--- src/rtl/sprite_pkg.sv ---
// sprite_pkg: shared animation state type and the four-frame breaking-heart bitmap ROM.
// Each row is MSB-leftmost; frame index 0 is the intact heart and frame 3 the fully broken one.
package sprite_pkg;
    typedef enum logic [1:0] {IDLE, PLAY, DONE} anim_state_t;
    localparam int HEART_W = 3;
    localparam int HEART_H = 4;
    localparam int HEART_N = 4;
    typedef logic [HEART_W-1:0] frame_t [HEART_H];
    localparam frame_t HEART_FRAMES [HEART_N] = '{
        '{3'b101, 3'b111, 3'b111, 3'b010},
        '{3'b101, 3'b111, 3'b011, 3'b010},
        '{3'b101, 3'b011, 3'b101, 3'b010},
        '{3'b100, 3'b001, 3'b100, 3'b010}
    };
endpackage

--- src/rtl/sprite_frame_rom.sv ---
// sprite_frame_rom: registered (frame, row, col) bitmap lookup, second stage of the pixel pipeline.
module sprite_frame_rom
    import sprite_pkg::*;
#(
    parameter int FW = 2,
    parameter int RW = 2,
    parameter int CW = 2
) (
    input  logic          clk_in,
    input  logic          rst_in,
    input  logic          en_i,
    input  logic [FW-1:0] frame_i,
    input  logic [RW-1:0] row_i,
    input  logic [CW-1:0] col_i,
    output logic          pix_o
);
    always_ff @(posedge clk_in or negedge rst_in) begin
        if (!rst_in) pix_o <= 1'b0;
        else         pix_o <= en_i & HEART_FRAMES[frame_i][row_i][col_i];
    end
endmodule

--- src/rtl/anim_sprite_renderer.sv ---
// anim_sprite_renderer: animated, scaled, mirrorable bitmap sprite with a 2-cycle pixel pipeline.
// Define SPRITE_FLIP_V_EN to add the flip_v_in port and vertical flipping.
module anim_sprite_renderer
    import sprite_pkg::*;
#(
    parameter int BMP_W       = 3,
    parameter int BMP_H       = 4,
    parameter int SCALE_SHIFT = 2,
    parameter int N_FRAMES    = 4,
    parameter int FRAME_HOLD  = 8
) (
    input  logic                        clk_in,
    input  logic                        rst_in,
    input  logic [10:0]                 x_in,
    input  logic [9:0]                  y_in,
    input  logic [10:0]                 hcount_in,
    input  logic [9:0]                  vcount_in,
    input  logic                        mirror_in,
`ifdef SPRITE_FLIP_V_EN
    input  logic                        flip_v_in,
`endif
    input  logic                        new_frame_in,
    input  logic                        start_in,
    input  logic                        loop_in,
    output logic                        in_sprite,
    output logic [$clog2(N_FRAMES)-1:0] frame_idx,
    output logic                        busy,
    output logic                        done
);
    localparam int FW = $clog2(N_FRAMES);
    localparam int HW = FRAME_HOLD > 1 ? $clog2(FRAME_HOLD) : 1;
    localparam int CW = BMP_W > 1 ? $clog2(BMP_W) : 1;
    localparam int RW = BMP_H > 1 ? $clog2(BMP_H) : 1;
    localparam logic [10:0] W_PX = 11'(BMP_W << SCALE_SHIFT);
    localparam logic [9:0]  H_PX = 10'(BMP_H << SCALE_SHIFT);

    anim_state_t   state_q;
    logic [FW-1:0] frame_q, frame_s1_q;
    logic [HW-1:0] hold_q;
    logic          loop_q, done_q, mirror_q, hit_q;
    logic [10:0]   x_q, rel_x;
    logic [9:0]    y_q, rel_y;
    logic [CW-1:0] col_raw, col_d, col_q;
    logic [RW-1:0] row_raw, row_d, row_q;

    // Negative offsets wrap to large unsigned values, so one compare per axis bounds the box.
    assign rel_x   = hcount_in - x_q;
    assign rel_y   = vcount_in - y_q;
    assign col_raw = CW'(rel_x >> SCALE_SHIFT);
    assign row_raw = RW'(rel_y >> SCALE_SHIFT);
    assign col_d   = mirror_q ? col_raw : CW'(BMP_W - 1) - col_raw;

`ifdef SPRITE_FLIP_V_EN
    logic flip_v_q;
    assign row_d = flip_v_q ? RW'(BMP_H - 1) - row_raw : row_raw;
    always_ff @(posedge clk_in or negedge rst_in) begin
        if (!rst_in)           flip_v_q <= 1'b0;
        else if (new_frame_in) flip_v_q <= flip_v_in;
    end
`else
    assign row_d = row_raw;
`endif

    always_ff @(posedge clk_in or negedge rst_in) begin
        if (!rst_in) begin
            state_q    <= IDLE;
            frame_q    <= '0;
            hold_q     <= '0;
            loop_q     <= 1'b0;
            done_q     <= 1'b0;
            x_q        <= '0;
            y_q        <= '0;
            mirror_q   <= 1'b0;
            hit_q      <= 1'b0;
            row_q      <= '0;
            col_q      <= '0;
            frame_s1_q <= '0;
        end else begin
            done_q     <= 1'b0;
            hit_q      <= (rel_x < W_PX) && (rel_y < H_PX) && (state_q != IDLE);
            row_q      <= row_d;
            col_q      <= col_d;
            frame_s1_q <= frame_q;
            if (new_frame_in) begin
                x_q      <= x_in;
                y_q      <= y_in;
                mirror_q <= mirror_in;
            end
            // A restart swallows any coincident frame tick.
            if (start_in) begin
                state_q <= PLAY;
                frame_q <= '0;
                hold_q  <= '0;
                loop_q  <= loop_in;
            end else if (state_q == PLAY && new_frame_in) begin
                if (hold_q == HW'(FRAME_HOLD - 1)) begin
                    hold_q <= '0;
                    if (frame_q != FW'(N_FRAMES - 1)) frame_q <= frame_q + 1'b1;
                    else if (loop_q)                  frame_q <= '0;
                    else begin
                        state_q <= DONE;
                        done_q  <= 1'b1;
                    end
                end else begin
                    hold_q <= hold_q + 1'b1;
                end
            end
        end
    end

    sprite_frame_rom #(.FW(FW), .RW(RW), .CW(CW)) u_rom (
        .clk_in  (clk_in),
        .rst_in  (rst_in),
        .en_i    (hit_q),
        .frame_i (frame_s1_q),
        .row_i   (row_q),
        .col_i   (col_q),
        .pix_o   (in_sprite)
    );

    assign frame_idx = frame_q;
    assign busy      = (state_q == PLAY);
    assign done      = done_q;
endmodule

--- config.mk ---
export PLATFORM = sky130hd
export DESIGN_NAME = anim_sprite_renderer
export DESIGN_NICKNAME = d
export VERILOG_FILES = /design/src/rtl/sprite_pkg.sv /design/src/rtl/sprite_frame_rom.sv /design/src/rtl/anim_sprite_renderer.sv
export SDC_FILE = /design/constraint.sdc
export NUM_CORES = 1
export LEC_CHECK = 0
export BUFFER_PORTS_ARGS = -buffer_cell sky130_fd_sc_hd__buf_4
export CORE_MARGIN = 2
export CORE_UTILIZATION = 30
export CTS_CLUSTER_DIAMETER = 40
export DETAILED_ROUTE_END_ITERATION = 10
export PLACE_DENSITY = 0.61
export SETUP_SLACK_MARGIN = 0.5
export SYNTH_ARGS = -nofsm -noshare
export SYNTH_HDL_FRONTEND = slang
export SYNTH_HIERARCHICAL = 1
export SYNTH_SLANG_ARGS = --single-unit
--- constraint.sdc ---
create_clock -name clk_in -period 1.8 [get_ports clk_in]
set_input_delay 0.18 -clock clk_in [delete_from_list [all_inputs] [get_ports clk_in]]
set_output_delay 0.18 -clock clk_in [all_outputs]
set_load 0.01 [all_outputs]
==> metrics.csv, run 1 <==
metric,value,unit
outcome,finished with violations,
ctsRootBufferMaster,clkbuf_8,
hold_end,y_q[3],
numCtsBuffers,5,
via_per_inst,4.69,
drc,0,
ios,53,
r2r_cells,8,
ir_drop,0.000320,V
min_path_cells,3,
max-clock-path-buffers,2,
critPathTopFamily,compound AO/OA/AOI/OAI gates,
fmax,532,MHz
synth_nets,328,
yosysWarnings,6,
slowest_stage,dfrtp_1,
avgRoutedWirePerCell,12.2,um
synth.area.top_cells,"dfrtp_1 (40%), ha_1 (10%), o21ai_0 (4.8%), nand2_1 (3.9%), inv_1 (3.7%)",
leakage,1.65,nW
worst_clock_skew,0.00270,ns
gr-total-overflow,0,
nNetsFinal,418,
power_density,744,nW/um2
synth_top_area_cell,dfrtp_1,
grt_max_degree,40,
synthFlopType,dfrtp_1,
worst_slack,-0.0789,ns
cp_data_arrival_time,2.08,ns
crit_cells,8,
initial_core_util,31.1,%
insertion_delay,0.29,ns
period_share,104,%
crit_chain,inv_2 -> ha_4 -> a21o_1 -> a31o_4 -> a211oi_2 -> xor2_1 -> o211ai_1 -> nor4_2,
worst_slew_pin_slew,0.500,ns
final_area,3510,um2
hold_violations,0,
slew_viol_final,0,
grt_setup_unrepaired,true,
async_flop_share,100,%
cp.required,2.00,ns
ys_ff_latch,39,
synthCells,260,
routed_wirelength,5550,um
yosys-top-cells-count,"dfrtp_1 (39), nand2_1 (25), inv_1 (24), o21ai_0 (23), ha_1 (20)",
min-delay-start,y_in[3],
slew_headroom,66.7,%
hold_path_class,primary input to flop,
cts_tree,done,
diodes,0,
final_antenna_net_count,0,
dr.pass1.iters,4,
antenna_found_initial,0,
grt_use_total,13.9,%
fin_crit,1.88,ns
place.gp.congestion,0.875,
grt_pass1_wl,9750,um
cp_max_fo,6,
die_w,93.8,um
synth-edff-count,0,
setup_tns,-0.0789,ns
cts.sinks,39,
rrSetupSlack,-0.08,ns
port_buffers,52,
hpwl,4130,um
rr_startpoint,y_q[2],
violations,setup timing,
synth.most_common_cell,dfrtp_1,
crit_type,flop to flop,
die_h,93.8,um
dpl_cell_area,3190,um2
ys_seq_area_share,40.4,%
maxCapViolations,0,
path_clk_slew,0.08,ns
initialDrtViolationCount,103,
die-area,8800,um2
setup_viol,1,
syn_to_final_growth,45.3,%
synth.avg_cell_area,9.30,um2
vias,2123,
cts-htree-levels,2,
ys_types,46,
grt_pass1_vias,2118,
rows,32,
end_kind,flop,
core_area,7770,um2
drive_gt1_share,39.9,%
reg2reg_to,hit_q,
syn-cell-area,2420,um2
cpPeakStageDelay,0.38,ns
fin_worst_hold_slack,0.0886,ns
start_kind,flop,
worst-path-buf-inv,1,
yosysTopAreaCellShare,40.4,%
==> repair_timing <==
action,CTS,global route
pin swaps,14,10
gates resized for setup,21,9
hold buffers,1,0
endpoints found under the setup margin,8,10
buffers inserted,4,5
hold endpoints to repair,39,0
==> flip-flops by register name, summed over array words and instances (netlist names) <==
register	count
u_rom/pix_o	1
mirror_q	1
state_q	2
hold_q	3
y_q	10
hit_q	1
row_q	2
col_q	2
done	1
loop_q	1
frame_s1_q	2
frame_idx	2
x_q	11
==> area by class of cell <==
| class | count | area, um2 |
|---|---|---|
| well taps | 102 | 128 |
| repair buffers | 91 | 708 |
| inverters | 25 | 93.8 |
| flip-flops and latches | 39 | 977 |
| clock inverters | 3 | 43.8 |
| fillers | 789 | 4250 |
| clock buffers | 5 | 68.8 |
| multi-input cells | 188 | 1500 |
==> layer usage <==
metal / global-route usage [%] / part of all wire, % / vias to the layer above
met4: 3.14 / 0.97 / 0
met5: 0 / 0 / -
met1: 18.9 / 46 / 978
li1: - / - / 1089
met2: 22.4 / 47 / 50
met3: 3.29 / 6.1 / 6
==> through the flow <==
step	worst slack (ns)	utilization, %	power (W)	cells
after global routing	-0.189	45.2	0.00280	453
final	-0.0789	45.2	0.00261	453
after global placement	-0.130	41.1	0.00181	435
after CTS	-0.103	44.3	0.00264	448
after detailed placement	-0.170	41.1	0.00183	435
after floorplan	-0.0556	-	0.00152	260
==> cell families (layout without fill, tap and decap cells) <==
group	after synthesis	count (layout)	share of synthesized area [%]
compound gates	68	68	18.2
xor+xnor	12	12	4.35
fa+ha+maj	20	20	10.3
buf+inv	33	124	5.12
flops	39	39	40.4
mux	11	11	4.91
simple gates	77	77	16.7
==> placed cells by master, fill, tap and decap left out, types with 5 or more instances in the layout <==
cell type  count
mux2_2         6
buf_4         84
nand2_1       25
a21oi_1       15
xor2_1         6
inv_1         20
dfrtp_1       38
o21a_1         5
o211ai_1       5
nor2_1        13
nand2b_1       5
clkbuf_8       5
ha_4           6
buf_6          6
o21ai_0       23
nand3_1        6
xnor2_1        6
ha_1          12
inv_2          5
==> worst register-to-register path, stage by stage (launching register included) <==
cell and delay [ns]:
dfrtp_1 0.38, inv_2 0.07, ha_4 0.19, a21o_1 0.16, a31o_4 0.24, a211oi_2 0.23
xor2_1 0.17, o211ai_1 0.11, nor4_2 0.24
==> report_power, final <==
part | switching (W) | total, W | internal (W) | leakage (nW)
logic | 0.000399 | 0.000867 | 0.000468 | 1.11
registers | 0.0000448 | 0.000999 | 0.000954 | 0.483
clock network | 0.000335 | 0.000748 | 0.000413 | 0.0581
total | 0.000779 | 0.00261 | 0.00184 | 1.65
==> how the worst max path moves through the flow <==
| stage | start | to | slack, ns |
|---|---|---|---|
| floorplan | y_q[2] | hit_q | -0.06 |
| global placement | x_q[6] | hit_q | -0.13 |
| detailed placement | x_q[6] | hit_q | -0.17 |
| CTS | y_q[2] | hit_q | -0.10 |
| global route | y_q[2] | hit_q | -0.19 |
| finish | y_q[2] | hit_q | -0.08 |
No activity file was read; power rests on OpenSTA's default activity.
==> run 2: changes to the inputs <==
--- a/config.mk
+++ b/config.mk
@@ -7,10 +7,10 @@
 export LEC_CHECK = 0
 export BUFFER_PORTS_ARGS = -buffer_cell sky130_fd_sc_hd__buf_4
 export CORE_MARGIN = 2
-export CORE_UTILIZATION = 30
+export CORE_UTILIZATION = 49
 export CTS_CLUSTER_DIAMETER = 40
 export DETAILED_ROUTE_END_ITERATION = 10
-export PLACE_DENSITY = 0.61
+export PLACE_DENSITY = 0.76
 export SETUP_SLACK_MARGIN = 0.5
 export SYNTH_ARGS = -nofsm -noshare
 export SYNTH_HDL_FRONTEND = slang
==> run 2 against run 1 <==
  * The flow still finishes with violations (setup timing)
  * Clock power decreased by 20%
  * Setup slack got worse by 0.030 ns
  * Via count down 1.9%
  * Hold slack got worse by 0.0016 ns
  * Cell area fell by 4.8%
  * Clock-buffer cell count is the same
  * Sequential share of layout area grew 1.4 points
  * Critical path depth stayed put
  * Utilization grew 25 points
  * Global-route usage up 6.3 points
  * Largest cell class unchanged
==> metrics.csv, run 2 (synthesized netlist as in run 1, its figures left out) <==
metric,value,unit,change
outcome,finished with violations,,unchanged
violations,setup timing,,unchanged
grt_use_total,20.2,%,was 13.9%
start_kind,flop,,unchanged
crit_chain,inv_2 -> ha_4 -> nor3b_4 -> a2111oi_4 -> o211ai_1 -> nor3_2 -> nand4_1 -> nor4_2,,was inv_2 -> ha_4 -> a21o_1 -> a31o_4 -> a211oi_2 -> xor2_1 -> o211ai_1 -> nor4_2
rr_startpoint,x_q[6],,was y_q[2]
ios,53,,unchanged
routed_wirelength,5170,um,was 5550 um
cts.sinks,39,,unchanged
r2r_cells,8,,unchanged
worst_clock_skew,0.0116,ns,was 0.00270 ns
power_density,720,nW/um2,was 744 nW/um2
hold_violations,0,,unchanged
ctsRootBufferMaster,clkbuf_8,,unchanged
p_total,0.00241,W,was 0.00261 W
grt_setup_unrepaired,true,,unchanged
cts-htree-levels,2,,unchanged
final_cell_mix,"buf_4 (76), dfrtp_1 (39), nand2_1 (24)",,"was buf_4 (84), dfrtp_1 (38), nand2_1 (25)"
crit_type,flop to flop,,unchanged
period_share,106,%,was 104%
worst_slack,-0.109,ns,was -0.0789 ns
diodes,0,,unchanged
top_regs,"x_q: 11 flops, y_q: 10 flops, hold_q: 3 flops",,unchanged
rows,25,,was 32
drive_gt1_share,37.5,%,was 39.9%
min-delay-start,x_in[7],,was y_in[3]
grt_pass1_vias,2008,,was 2118
fillCellCount,393,,was 789
avgRoutedWirePerCell,12.7,um,was 12.2 um
nNetsFinal,408,,was 418
cts_tree,done,,unchanged
hold_path_class,primary input to flop,,unchanged
leakage,1.58,nW,was 1.65 nW
dr.pass1.iters,5,,was 4
layout_commonest_cell,buf_4,,unchanged
cp.required,2.01,ns,was 2.00 ns
worst_slew_pin_slew,0.494,ns,was 0.500 ns
multi_input_area,1480,um2,was 1500 um2
numCtsBuffers,5,,unchanged
path_clk_slew,0.08,ns,about the same
antenna_found_initial,0,,unchanged
syn_to_final_growth,38.3,%,was 45.3%
die_h,74.3,um,was 93.8 um
largest_register,x_q,,unchanged
vias,2083,,was 2123
slew_viol_final,0,,unchanged
setup_viol,1,,unchanged
initialDrtViolationCount,96,,was 103
initial_core_util,50.9,%,was 31.1%
place.gp.congestion,0.816,,was 0.875
core_area,4750,um2,was 7770 um2
min_path_cells,3,,unchanged
die_w,74.3,um,was 93.8 um
die-area,5510,um2,was 8800 um2
drc,0,,unchanged
setup_tns,-0.109,ns,was -0.0789 ns
cpPeakStageDelay,0.38,ns,about the same
port_buffers,52,,unchanged
hpwl,3880,um,was 4130 um
cp_max_fo,4,,was 6
end_kind,flop,,unchanged
max-clock-path-buffers,2,,unchanged
hold_end,x_q[7],,was y_q[3]
grt_max_degree,40,,unchanged
grt_pass1_wl,8660,um,was 9750 um
ir_drop,0.000543,V,was 0.000320 V
via_per_inst,5.11,,was 4.69
ff_latch_area,976,um2,was 977 um2
insertion_delay,0.29,ns,about the same
gr-total-overflow,0,,unchanged
reg2reg_to,hit_q,,unchanged
final_antenna_net_count,0,,unchanged
maxCapViolations,0,,unchanged
fmax,524,MHz,was 532 MHz
rrSetupSlack,-0.11,ns,was -0.08 ns
cp_data_arrival_time,2.11,ns,was 2.08 ns
slew_headroom,67.1,%,was 66.7%
fin_crit,1.91,ns,was 1.88 ns
slowest_stage,dfrtp_1,,unchanged
largest_register_ffs,11,,unchanged
-- run 2: through the flow --
step / std cells / util [%] / setup slack (ns) / hold slack [ns] / cell area (um2)
5_1_grt: 408 / 70.3 / -0.227 / 0.0906 / 3340
6_report: 408 / 70.3 / -0.109 / 0.0870 / 3340
3_5_place_dp: 392 / 65.0 / -0.178 / 0.187 / 3090
2_1_floorplan: 260 / - / -0.0556 / -0.116 / 2490
4_1_cts: 406 / 69.0 / -0.114 / 0.0825 / 3280
3_3_place_gp: 392 / 65.0 / -0.114 / 0.179 / 3090
-- run 2: layer usage --
| metal | share of wire [%] | up-vias | track usage (%) | routed length, um |
|---|---|---|---|---|
| met4 | 0.87 | 0 | 4.96 | 45 |
| met1 | 47 | 970 | 27.1 | 2450 |
| met3 | 3.7 | 6 | 3.52 | 191 |
| met5 | 0 | - | 0 | 0 |
| met2 | 48 | 44 | 34.1 | 2480 |
| li1 | - | 1063 | - | - |
-- run 2: worst max path at each step --
stage,from,to,depth (start not counted)
4_1_cts,y_q[2],hit_q,8
6_report,x_q[6],hit_q,8
5_1_grt,x_q[6],hit_q,8
3_3_place_gp,x_q[6],hit_q,8
3_5_place_dp,x_q[6],hit_q,8
2_1_floorplan,y_q[2],hit_q,8
-- run 2: timing repair --
| action | 4_1_cts | 5_1_grt |
|---|---|---|
| setup buffers | 5 | 2 |
| endpoints found under the setup margin | 8 | 10 |
| pin swaps | 12 | 10 |
| gates resized for setup | 11 | 13 |
| endpoints found under the hold margin | 39 | 0 |
| hold buffers | 1 | 0 |
-- run 2: where the power goes --
part           leakage, nW  switching (W)  total [W]  internal [W]
logic                 1.06       0.000379   0.000811      0.000432
clock network       0.0402       0.000326   0.000596      0.000270
registers            0.484      0.0000468    0.00100      0.000954
-- run 2: critical path: cells and delay by family, from the launching register on --
| family | cells | cell delay, ns |
|---|---|---|
| flip-flops | 1 | 0.38 |
| AND/OR/NAND/NOR | 4 | 0.73 |
| buffers and inverters | 1 | 0.07 |
| adder cells (fa/ha/maj) | 1 | 0.20 |
| AO/OA/AOI/OAI | 2 | 0.44 |
-- run 2: area by class of cell --
cell class | instances | share of cell area [%]
Clock buffer | 5 | 2.06
Tap cell | 67 | 2.51
Sequential cell | 39 | 29.2
Inverter | 25 | 2.81
Multi-Input combinational cell | 188 | 44.1
Clock inverter | 3 | 0.599
Timing Repair Buffer | 81 | 18.7
